==> config.mk <==
export PLATFORM = sky130hd
export DESIGN_NAME = uart_tx_arbiter_flat
export DESIGN_NICKNAME = d
export VERILOG_FILES = /design/src/rtl/uart_tx_arbiter_pkg.sv /design/src/rtl/uart_tx_arbiter_if.sv /design/src/rtl/uart_tx_arbiter_rr_pick.sv /design/src/rtl/uart_tx_arbiter.sv /design/src/flat_wrapper.sv
export SDC_FILE = /design/constraint.sdc
export NUM_CORES = 1
export LEC_CHECK = 0
export CORE_ASPECT_RATIO = 0.8
export CORE_MARGIN = 2
export CORE_UTILIZATION = 40
export CTS_BUF_LIST = sky130_fd_sc_hd__clkbuf_8
export CTS_CLUSTER_DIAMETER = 200
export DETAILED_ROUTE_END_ITERATION = 12
export PLACE_DENSITY = 0.86
export SYNTH_ARGS = -nofsm -noshare
export SYNTH_HDL_FRONTEND = slang
export SYNTH_SLANG_ARGS = --single-unit
export TNS_END_PERCENT = 100
==> constraint.sdc <==
create_clock -name clk -period 2.7 [get_ports clk]
set_input_delay 0.27 -clock clk [delete_from_list [all_inputs] [get_ports clk]]
set_output_delay 0.27 -clock clk [all_outputs]
set_load 0.1 [all_outputs]
==> src/rtl/uart_tx_arbiter_pkg.sv <==
// Shared types for the uart_tx byte-engine arbiter.
package uart_pkg;

    typedef enum logic [1:0] {
        ARB_IDLE,
        ARB_ISSUE,
        ARB_BUSY
    } uart_arb_state_t;

    localparam int UART_BYTE_W = 8;

endpackage

==> src/rtl/uart_tx_arbiter_if.sv <==
// Requester and uart_tx engine signals of the arbiter, bundled as one interface.
interface uart_tx_arbiter_if #(
    parameter int N_REQ = 4,
    parameter int IDX_W = 2
) ();
    // Requester handshake: a byte moves when req_valid[i] & req_ready[i] are high
    // in the same cycle; req_ready is a one-cycle, one-hot pulse.
    logic [N_REQ-1:0]   req_valid;
    logic [8*N_REQ-1:0] req_data;
    logic [N_REQ-1:0]   req_last;
    logic [N_REQ-1:0]   req_ready;
    logic [IDX_W-1:0]   grant_id;
    logic [7:0]         tx_data;
    logic               tx_start;
    logic               tx_ready;
    logic               tx_tick;
    logic               busy;

    modport slave (
        input  req_valid, req_data, req_last, tx_ready, tx_tick,
        output req_ready, grant_id, tx_data, tx_start, busy
    );

    modport master (
        output req_valid, req_data, req_last, tx_ready, tx_tick,
        input  req_ready, grant_id, tx_data, tx_start, busy
    );
endinterface

==> src/rtl/uart_tx_arbiter_rr_pick.sv <==
// Combinational round-robin picker: first set request at or after ptr, wrapping.
module uart_rr_pick #(
    parameter int N_REQ = 4,
    parameter int IDX_W = 2
) (
    input  logic [N_REQ-1:0] req,
    input  logic [IDX_W-1:0] ptr,
    output logic [N_REQ-1:0] grant,
    output logic [IDX_W-1:0] idx,
    output logic             any
);

    int j;

    always_comb begin
        grant = '0;
        idx   = '0;
        any   = 1'b0;
        j     = 0;
        for (int k = 0; k < N_REQ; k++) begin
            j = int'(ptr) + k;
            if (j >= N_REQ) begin
                j = j - N_REQ;
            end
            if (!any && req[j[IDX_W-1:0]]) begin
                any                  = 1'b1;
                grant[j[IDX_W-1:0]] = 1'b1;
                idx                  = j[IDX_W-1:0];
            end
        end
    end

endmodule

==> src/rtl/uart_tx_arbiter.sv <==
// Round-robin sharing of one uart_tx engine; UART_TX_ARB_LOCK_EN enables whole-message grants.
module uart_tx_arbiter
    import uart_pkg::*;
#(
    parameter int N_REQ = 4,
    parameter int IDX_W = 2
) (
    input  logic            clk,
    input  logic            rst,
    uart_tx_arbiter_if.slave bus,
    output uart_arb_state_t dbg_state
);

    uart_arb_state_t        state, state_nxt;
    logic [IDX_W-1:0]       ptr;
    logic [N_REQ-1:0]       elig;
    logic [N_REQ-1:0]       pick_gnt;
    logic [IDX_W-1:0]       pick_idx;
    logic [IDX_W-1:0]       idx_inc;
    logic                   pick_any;
    logic                   accept;
    logic [UART_BYTE_W-1:0] sel_byte;

`ifdef UART_TX_ARB_LOCK_EN
    logic             lock;
    logic [IDX_W-1:0] owner;
    logic             sel_last;

    // While a message is open only its owner may be granted.
    assign elig = lock ? (bus.req_valid & (N_REQ'(1) << owner)) : bus.req_valid;
`else
    logic unused_req_last;

    assign elig            = bus.req_valid;
    assign unused_req_last = ^bus.req_last;
`endif

    uart_rr_pick #(.N_REQ(N_REQ), .IDX_W(IDX_W)) u_pick (
        .req   (elig),
        .ptr   (ptr),
        .grant (pick_gnt),
        .idx   (pick_idx),
        .any   (pick_any)
    );

    assign idx_inc   = (pick_idx == IDX_W'(N_REQ - 1)) ? '0 : pick_idx + 1'b1;
    assign bus.busy  = (state != ARB_IDLE);
    assign dbg_state = state;

    always_comb begin
        sel_byte = '0;
        for (int i = 0; i < N_REQ; i++) begin
            if (pick_gnt[i]) begin
                sel_byte = bus.req_data[i*UART_BYTE_W +: UART_BYTE_W];
            end
        end
    end

`ifdef UART_TX_ARB_LOCK_EN
    always_comb begin
        sel_last = 1'b0;
        for (int i = 0; i < N_REQ; i++) begin
            sel_last = sel_last | (pick_gnt[i] & bus.req_last[i]);
        end
    end
`endif

    always_comb begin
        state_nxt     = state;
        bus.req_ready = '0;
        bus.tx_start  = 1'b0;
        accept        = 1'b0;
        case (state)
            ARB_IDLE: begin
                if (bus.tx_ready && pick_any) begin
                    accept        = 1'b1;
                    bus.req_ready = pick_gnt;
                    state_nxt     = ARB_ISSUE;
                end
            end
            ARB_ISSUE: begin
                bus.tx_start = 1'b1;
                // Ready falls right after start, but the engine only latches on a tick.
                if (!bus.tx_ready && bus.tx_tick) begin
                    state_nxt = ARB_BUSY;
                end
            end
            ARB_BUSY: begin
                if (bus.tx_ready) begin
                    state_nxt = ARB_IDLE;
                end
            end
            default: state_nxt = ARB_IDLE;
        endcase
    end

    always_ff @(posedge clk) begin
        if (rst) begin
            state        <= ARB_IDLE;
            ptr          <= '0;
            bus.grant_id <= '0;
            bus.tx_data  <= '0;
`ifdef UART_TX_ARB_LOCK_EN
            lock         <= 1'b0;
            owner        <= '0;
`endif
        end else begin
            state <= state_nxt;
            if (accept) begin
                bus.tx_data  <= sel_byte;
                bus.grant_id <= pick_idx;
`ifdef UART_TX_ARB_LOCK_EN
                if (sel_last) begin
                    lock <= 1'b0;
                    ptr  <= idx_inc;
                end else begin
                    lock  <= 1'b1;
                    owner <= pick_idx;
                end
`else
                ptr <= idx_inc;
`endif
            end
        end
    end

endmodule

==> src/flat_wrapper.sv <==
// flat-port wrapper written by rule: the top's interface ports become plain ports
module uart_tx_arbiter_flat import uart_pkg::*;
#(
    parameter int N_REQ = 4,
    parameter int IDX_W = 2
)
  (clk, rst, dbg_state, bus_req_valid, bus_req_data, bus_req_last, bus_tx_ready, bus_tx_tick, bus_req_ready, bus_grant_id, bus_tx_data, bus_tx_start, bus_busy);
  uart_tx_arbiter_if #(.N_REQ(N_REQ), .IDX_W(IDX_W)) bus_i ();
  input  logic clk;
  input  logic rst;
  output uart_arb_state_t dbg_state;
  input wire logic [$bits(bus_i.req_valid)-1:0] bus_req_valid;
  input wire logic [$bits(bus_i.req_data)-1:0] bus_req_data;
  input wire logic [$bits(bus_i.req_last)-1:0] bus_req_last;
  input wire logic [$bits(bus_i.tx_ready)-1:0] bus_tx_ready;
  input wire logic [$bits(bus_i.tx_tick)-1:0] bus_tx_tick;
  output wire logic [$bits(bus_i.req_ready)-1:0] bus_req_ready;
  output wire logic [$bits(bus_i.grant_id)-1:0] bus_grant_id;
  output wire logic [$bits(bus_i.tx_data)-1:0] bus_tx_data;
  output wire logic [$bits(bus_i.tx_start)-1:0] bus_tx_start;
  output wire logic [$bits(bus_i.busy)-1:0] bus_busy;
  assign bus_i.req_valid = bus_req_valid;
  assign bus_i.req_data = bus_req_data;
  assign bus_i.req_last = bus_req_last;
  assign bus_i.tx_ready = bus_tx_ready;
  assign bus_i.tx_tick = bus_tx_tick;
  assign bus_req_ready = bus_i.req_ready;
  assign bus_grant_id = bus_i.grant_id;
  assign bus_tx_data = bus_i.tx_data;
  assign bus_tx_start = bus_i.tx_start;
  assign bus_busy = bus_i.busy;
  uart_tx_arbiter #(.N_REQ(N_REQ), .IDX_W(IDX_W)) u_core (.clk(clk), .rst(rst), .bus(bus_i), .dbg_state(dbg_state));
endmodule
== After elaboration in Yosys (flattened, before gate mapping) ==
Cells that the tools add are included.

* Memories kept: 0
* Bits in latches: 0
* Bits of input ports: 44
* ROM bits: 0
* Output and inout bits: 18
* Bits in writable memories: 0
* Register bits: 14

* Order comparisons: 12
* Equal/unequal tests: 6
* Bitwise operators: 3
* Multipliers: 0
* Divide/modulo/power cells: 0
* Add/subtract/negate cells: 8
* Shift operators: 0
* Mux-type cells: 46
* Reduce and logical (&&, ||, !) cells: 16

{| class="wikitable"
|+ Operators with widths
! operator !! count
|-
| two-way mux 8 bit || 4
|-
| two-way mux 2 bit || 12
|-
| two-way mux 4 bit || 6
|-
| two-way mux 1 bit || 15
|-
| less-than comparator 2 x 3 -> 1 bit (second input constant) || 4
|-
| bitwise OR 4 bit || 3
|-
| greater-or-equal comparator 3 bit (second input constant) || 3
|-
| logical AND 1 bit || 9
|-
| binary-select mux 1 bit (select 2 bit) || 4
|-
| demux 1 bit (select 2 bit) || 4
|-
| greater-or-equal comparator 2 x 1 -> 1 bit (second input constant) || 4
|-
| subtractor 2 x 1 -> 2 bit (second input constant) || 4
|-
| adder 2 x 2 -> 3 bit (second input constant) || 2
|-
| one-hot mux 2 bit (3 select lines) || 1
|-
| == test 2 bit (second input constant) || 2
|-
| zero test 1 bit || 4
|-
| inequality test 2 x 1 -> 1 bit (second input constant) || 2
|-
| adder 2 x 1 -> 3 bit (second input constant) || 1
|-
| greater-or-equal comparator 2 x 3 -> 1 bit (second input constant) || 1
|-
| AND reduction 3 bit || 1
|-
| adder 2 x 1 -> 2 bit (second input constant) || 1
|-
| == test 2 x 1 -> 1 bit (second input constant) || 1
|-
| zero test 2 bit || 1
|-
| inequality test 2 bit (second input constant) || 1
|-
| nonzero test 2 bit || 1
|}

== Logic depth before layout (Yosys ltp) ==
* Depth in word-level cells: 18
* Mapped depth: 12
* Gate-level depth less buffers: 8

== By module ==
Synthesis repeated with hierarchy kept, for this count alone.

* Cells, all modules: 148
* Area, all modules: 1290.0 sq um

{| class="wikitable"
|+ Modules (own cells, without submodules)
! module !! area an instance (sq um) !! instances !! sequential area each (sq um) !! cells an instance
|-
| uart_tx_arbiter || 868.3 || 1 || 280.3 || 103
|-
| uart_rr_pick || 421.7 || 1 || 0.0 || 45
|}

== Worst setup path after synthesis ==
No wires, ideal clock.

* Kind: register -> output
* From: register (tool-made name)
* To: output bus_req_ready[2]
* Buffers on the path: 2
* Path slack: -1.030 ns
* Required time: 2.430 ns
* Arrival time: 3.460 ns
* Stages on the path, launching flop included: 10
* Cells stage by stage: dfxtp_1 > inv_1 > ha_1 > buf_6 > or3b_1 > a2111oi_2 > or3_1 > buf_4 > a22oi_2 > nor2_1

{| class="wikitable"
|+ RTL lines
! element !! line !! text
|-
| end: declaration || flat_wrapper.sv:17 || <nowiki>output wire logic [$bits(bus_i.req_ready)-1:0] bus_req_ready;</nowiki>
|}

== Worst setup path after layout ==
* From: input bus_req_valid[2]
* To: output bus_req_ready[0]

* Cells in the longest elaborated chain, start to end: 15
* Elaborated cells on any way between the ends: 28
* Those cells by class: mux: 18; bitwise: 3; reduce/logical: 7

{| class="wikitable"
|+ Ends and longest elaborated chain
! element !! line !! text
|-
| start: declaration || flat_wrapper.sv:12 || <nowiki>input wire logic [$bits(bus_i.req_valid)-1:0] bus_req_valid;</nowiki>
|-
| binary-select mux 1 bit (select 2 bit) || uart_tx_arbiter_rr_pick.sv:25 || <nowiki>if (!any && req[j[IDX_W-1:0]]) begin</nowiki>
|-
| two-way mux 1 bit (not written as such) || uart_tx_arbiter_rr_pick.sv:25 ||
|-
| two-way mux 1 bit || uart_tx_arbiter_rr_pick.sv:25 ||
|-
| zero test 1 bit || uart_tx_arbiter_rr_pick.sv:25 ||
|-
| logical AND 1 bit || uart_tx_arbiter_rr_pick.sv:25 ||
|-
| two-way mux 1 bit || uart_tx_arbiter_rr_pick.sv:25 ||
|-
| zero test 1 bit || uart_tx_arbiter_rr_pick.sv:25 ||
|-
| logical AND 1 bit || uart_tx_arbiter_rr_pick.sv:25 ||
|-
| two-way mux 1 bit || uart_tx_arbiter_rr_pick.sv:25 ||
|-
| zero test 1 bit || uart_tx_arbiter_rr_pick.sv:25 ||
|-
| logical AND 1 bit || uart_tx_arbiter_rr_pick.sv:25 ||
|-
| two-way mux 1 bit || uart_tx_arbiter_rr_pick.sv:25 ||
|-
| logical AND 1 bit || uart_tx_arbiter.sv:75 || <nowiki>if (bus.tx_ready && pick_any) begin</nowiki>
|-
| two-way mux 4 bit * || uart_tx_arbiter.sv:75 ||
|-
| two-way mux 4 bit * || uart_tx_arbiter.sv:73 || <nowiki>case (state)</nowiki>
|}

Every way passes the cells marked *; elsewhere a longest branch is shown, timed or not. The select of a mux whose other input is x is not followed.

==> flow_summary.json <==
{
  "final_antenna_net_count": 0,
  "post_dp_cell_area_um2": 2380,
  "slew_viol_final": 0,
  "synthSimpleGateAreaFrac_pct": 17.6,
  "setup_viol": 4,
  "diodes": 0,
  "fin_area_um2": 2570,
  "endpoint_kind": "output port",
  "worst_pin_slew_ns": 0.568,
  "layout.nets": 310,
  "synthMuxAreaShare_pct": 8.03,
  "powerDensity_nw_per_um2": 932,
  "violations": "setup timing",
  "hold_viol_final": 0,
  "clock_latency_ns": 0.25,
  "setup_ws_ns": -0.0213,
  "place.port_buffers": 57,
  "worstPathRequired_ns": 2.43,
  "synth-xor-area-share_pct": 0.585,
  "multiInputGateArea_um2": 1220,
  "synth-seq-area-share_pct": 18.7,
  "grt_usage_pct": 24.8,
  "synth_top_area_share_pct": 18.7,
  "grt_pass1_vias": 1724,
  "drive_gt1_share_pct": 38.0,
  "drv_cap": 0,
  "core_area_um2": 3520,
  "synth_edf_count": 0,
  "via_per_inst": 6.03,
  "synth.area.top_cells": "dfxtp_1 19%, nor2_1 6.8%, ha_1 5.9%",
  "setup.worst_path.class": "in -> out",
  "ys_ff_latch": 14,
  "wire_per_inst_um": 18.4,
  "cts_buffers": 3,
  "drc": 0,
  "tns_ns": -0.0615,
  "irDropWorstVdd_mv": 0.583,
  "synth_cells": 171,
  "area_growth_syn_to_layout_pct": 71.9,
  "netlist_area_um2": 1500,
  "cts_max_path_buffers": 2,
  "tritoncts": "done",
  "status": "finished, violations left",
  "synth_compound_area_share_pct": 41.2,
  "yosysUniqueCellTypes": 47,
  "ys.warnings.count": 0,
  "cp-start-kind": "input port",
  "dr.max_layer_used": "met4",
  "drt_pass1_iterations": 6,
  "htreeDepth": 1,
  "die_area_um2": 4250,
  "synth_top_family_by_area": "compound AO/OA/AOI/OAI gates",
  "synth.avg_cell_area_um2": 8.75,
  "synth-async-reset-ratio_pct": 0,
  "relSlewSlack_pct": 62.0,
  "power_leakage_uw": 0.00102,
  "route.met2.wl_mm": 2.81,
  "fmax_mhz": 367,
  "crit_fanout": 8,
  "pre_cts_ws_ns": -0.137,
  "start_util_pct": 42.5,
  "hp-class": "reg -> reg",
  "min_period_over_period_pct": 101,
  "path_clk_slew_ns": 0.06,
  "grt_pass1_wl_mm": 8.22,
  "met1_length_mm": 2.24,
  "grt_max_degree": 31,
  "die-height_um": 58.7,
  "dp.cells": 287,
  "fin_cells": 300,
  "route.vias.total": 1808,
  "antenna_found_initial": 0,
  "cts_root_buffer": "clkbuf_8",
  "arrival_ns": 2.45,
  "yosysMostFrequentCell": "nor2_1",
  "row_count": 19,
  "dp_hpwl_mm": 3.79,
  "synth_top_area_cell": "dfxtp_1",
  "routed-wl-met3_um": 380,
  "seq_area_um2": 285,
  "fillers": 240,
  "fin_skew_ns": 0.00354,
  "grt_overflow": 0,
  "fin_crit_ns": 2.72,
  "routed_wl_mm": 5.51,
  "syn_nets": 222,
  "drtIter0Drc": 138,
  "rsz0062_at_grt": "true",
  "synth_ff_type": "dfxtp_1",
  "die_x_um": 72.4,
  "numClockSinks": 14,
  "ios": 62,
  "synthTopCellsByCount": "27 x nor2_1, 14 x dfxtp_1, 9 x a21oi_1, 9 x a22oi_1, 8 x a221oi_1",
  "synthAdderAreaFrac_pct": 5.85,
  "gp_congestion": 0.903
}
[state kept, by name, indices dropped and copies added (netlist names), named ones only]
signal               cells
u_core.dbg_state         2
u_core.bus.tx_data       8
u_core.bus.grant_id      2
u_core.ptr               1
[metal layers]
metal / vias up / global-route usage, %
met5: - / 0
met4: 0 / 6.35
met3: 13 / 4.97
met2: 74 / 43.5
met1: 870 / 31.3
li1: 851 / -
[final timing paths]
kind / start / endpoint / slack (ns) / depth (start not counted)
worst min-delay path: u_core.bus.grant_id[1] / u_core.bus.grant_id[1] / 0.47 / 2
worst min register to register: u_core.bus.grant_id[1] / u_core.bus.grant_id[1] / 0.47 / 2
worst max register to register: u_core.ptr[1] / u_core.bus.tx_data[2] / 0.01 / 12
worst max-delay path: bus_req_valid[2] / bus_req_ready[0] / -0.02 / 9
[critical path, cell delays in order]
cell and delay [ns]:
clkdlybuf4s50_1 0.47, buf_4 0.19, mux4_2 0.53, buf_6 0.16
and3b_2 0.26, o22ai_4 0.08, buf_4 0.14, a21oi_4 0.16
buf_12 0.19
[metrics by stage]
stage / util (%) / power (µW) / hold slack (ns)
floorplan: - / 1510 / 0.349
global placement: 67.6 / 1940 / 0.456
detailed placement: 67.6 / 1980 / 0.453
CTS: 69.7 / 2200 / 0.470
global route: 73.1 / 2500 / 0.510
finish: 73.1 / 2400 / 0.474
[cells by family after synthesis]
family	count (synthesis)
compound gates	69
xor+xnor	1
fa+ha+maj	7
buf+inv	18
flops	14
mux	8
simple gates	54
[cells in the final DEF (no fill, tap or decap), types with 5 or more instances in the layout]
cell type,instances
buf_12,8
clkdlybuf4s50_1,37
a2111oi_2,5
buf_4,45
nand2_1,5
ha_1,6
nor2_1,26
dfxtp_1,12
a221oi_1,8
a211oi_1,6
buf_6,5
a211o_1,6
a22oi_1,9
a21oi_1,8
[final cells by class]
type	instances	area share, %
Clock buffer	3	1.61
Timing Repair Buffer	97	36.8
Multi-Input combinational cell	139	47.6
Clock inverter	1	0.146
Tap cell	42	2.04
Sequential cell	14	11.1
Inverter	4	0.778
[power by group]
| part | internal, µW | total [µW] | switching [µW] | leakage (µW) |
|---|---|---|---|---|
| combinational | 814 | 1910 | 1090 | 0.000879 |
| sequential | 257 | 310 | 53.6 | 0.000116 |
| clock | 101 | 182 | 81.0 | 0.0000269 |
| total | 1170 | 2400 | 1230 | 0.00102 |
[timing repair]
item | in CTS | in global routing
hold endpoints to repair | 0 | 0
hold buffers | 0 | 0
setup buffers | 3 | 6
gates resized for setup | 3 | 16
pin swaps | 4 | 8
endpoints found under the setup margin | 4 | 12
Power figures use the tool's default switching activity.
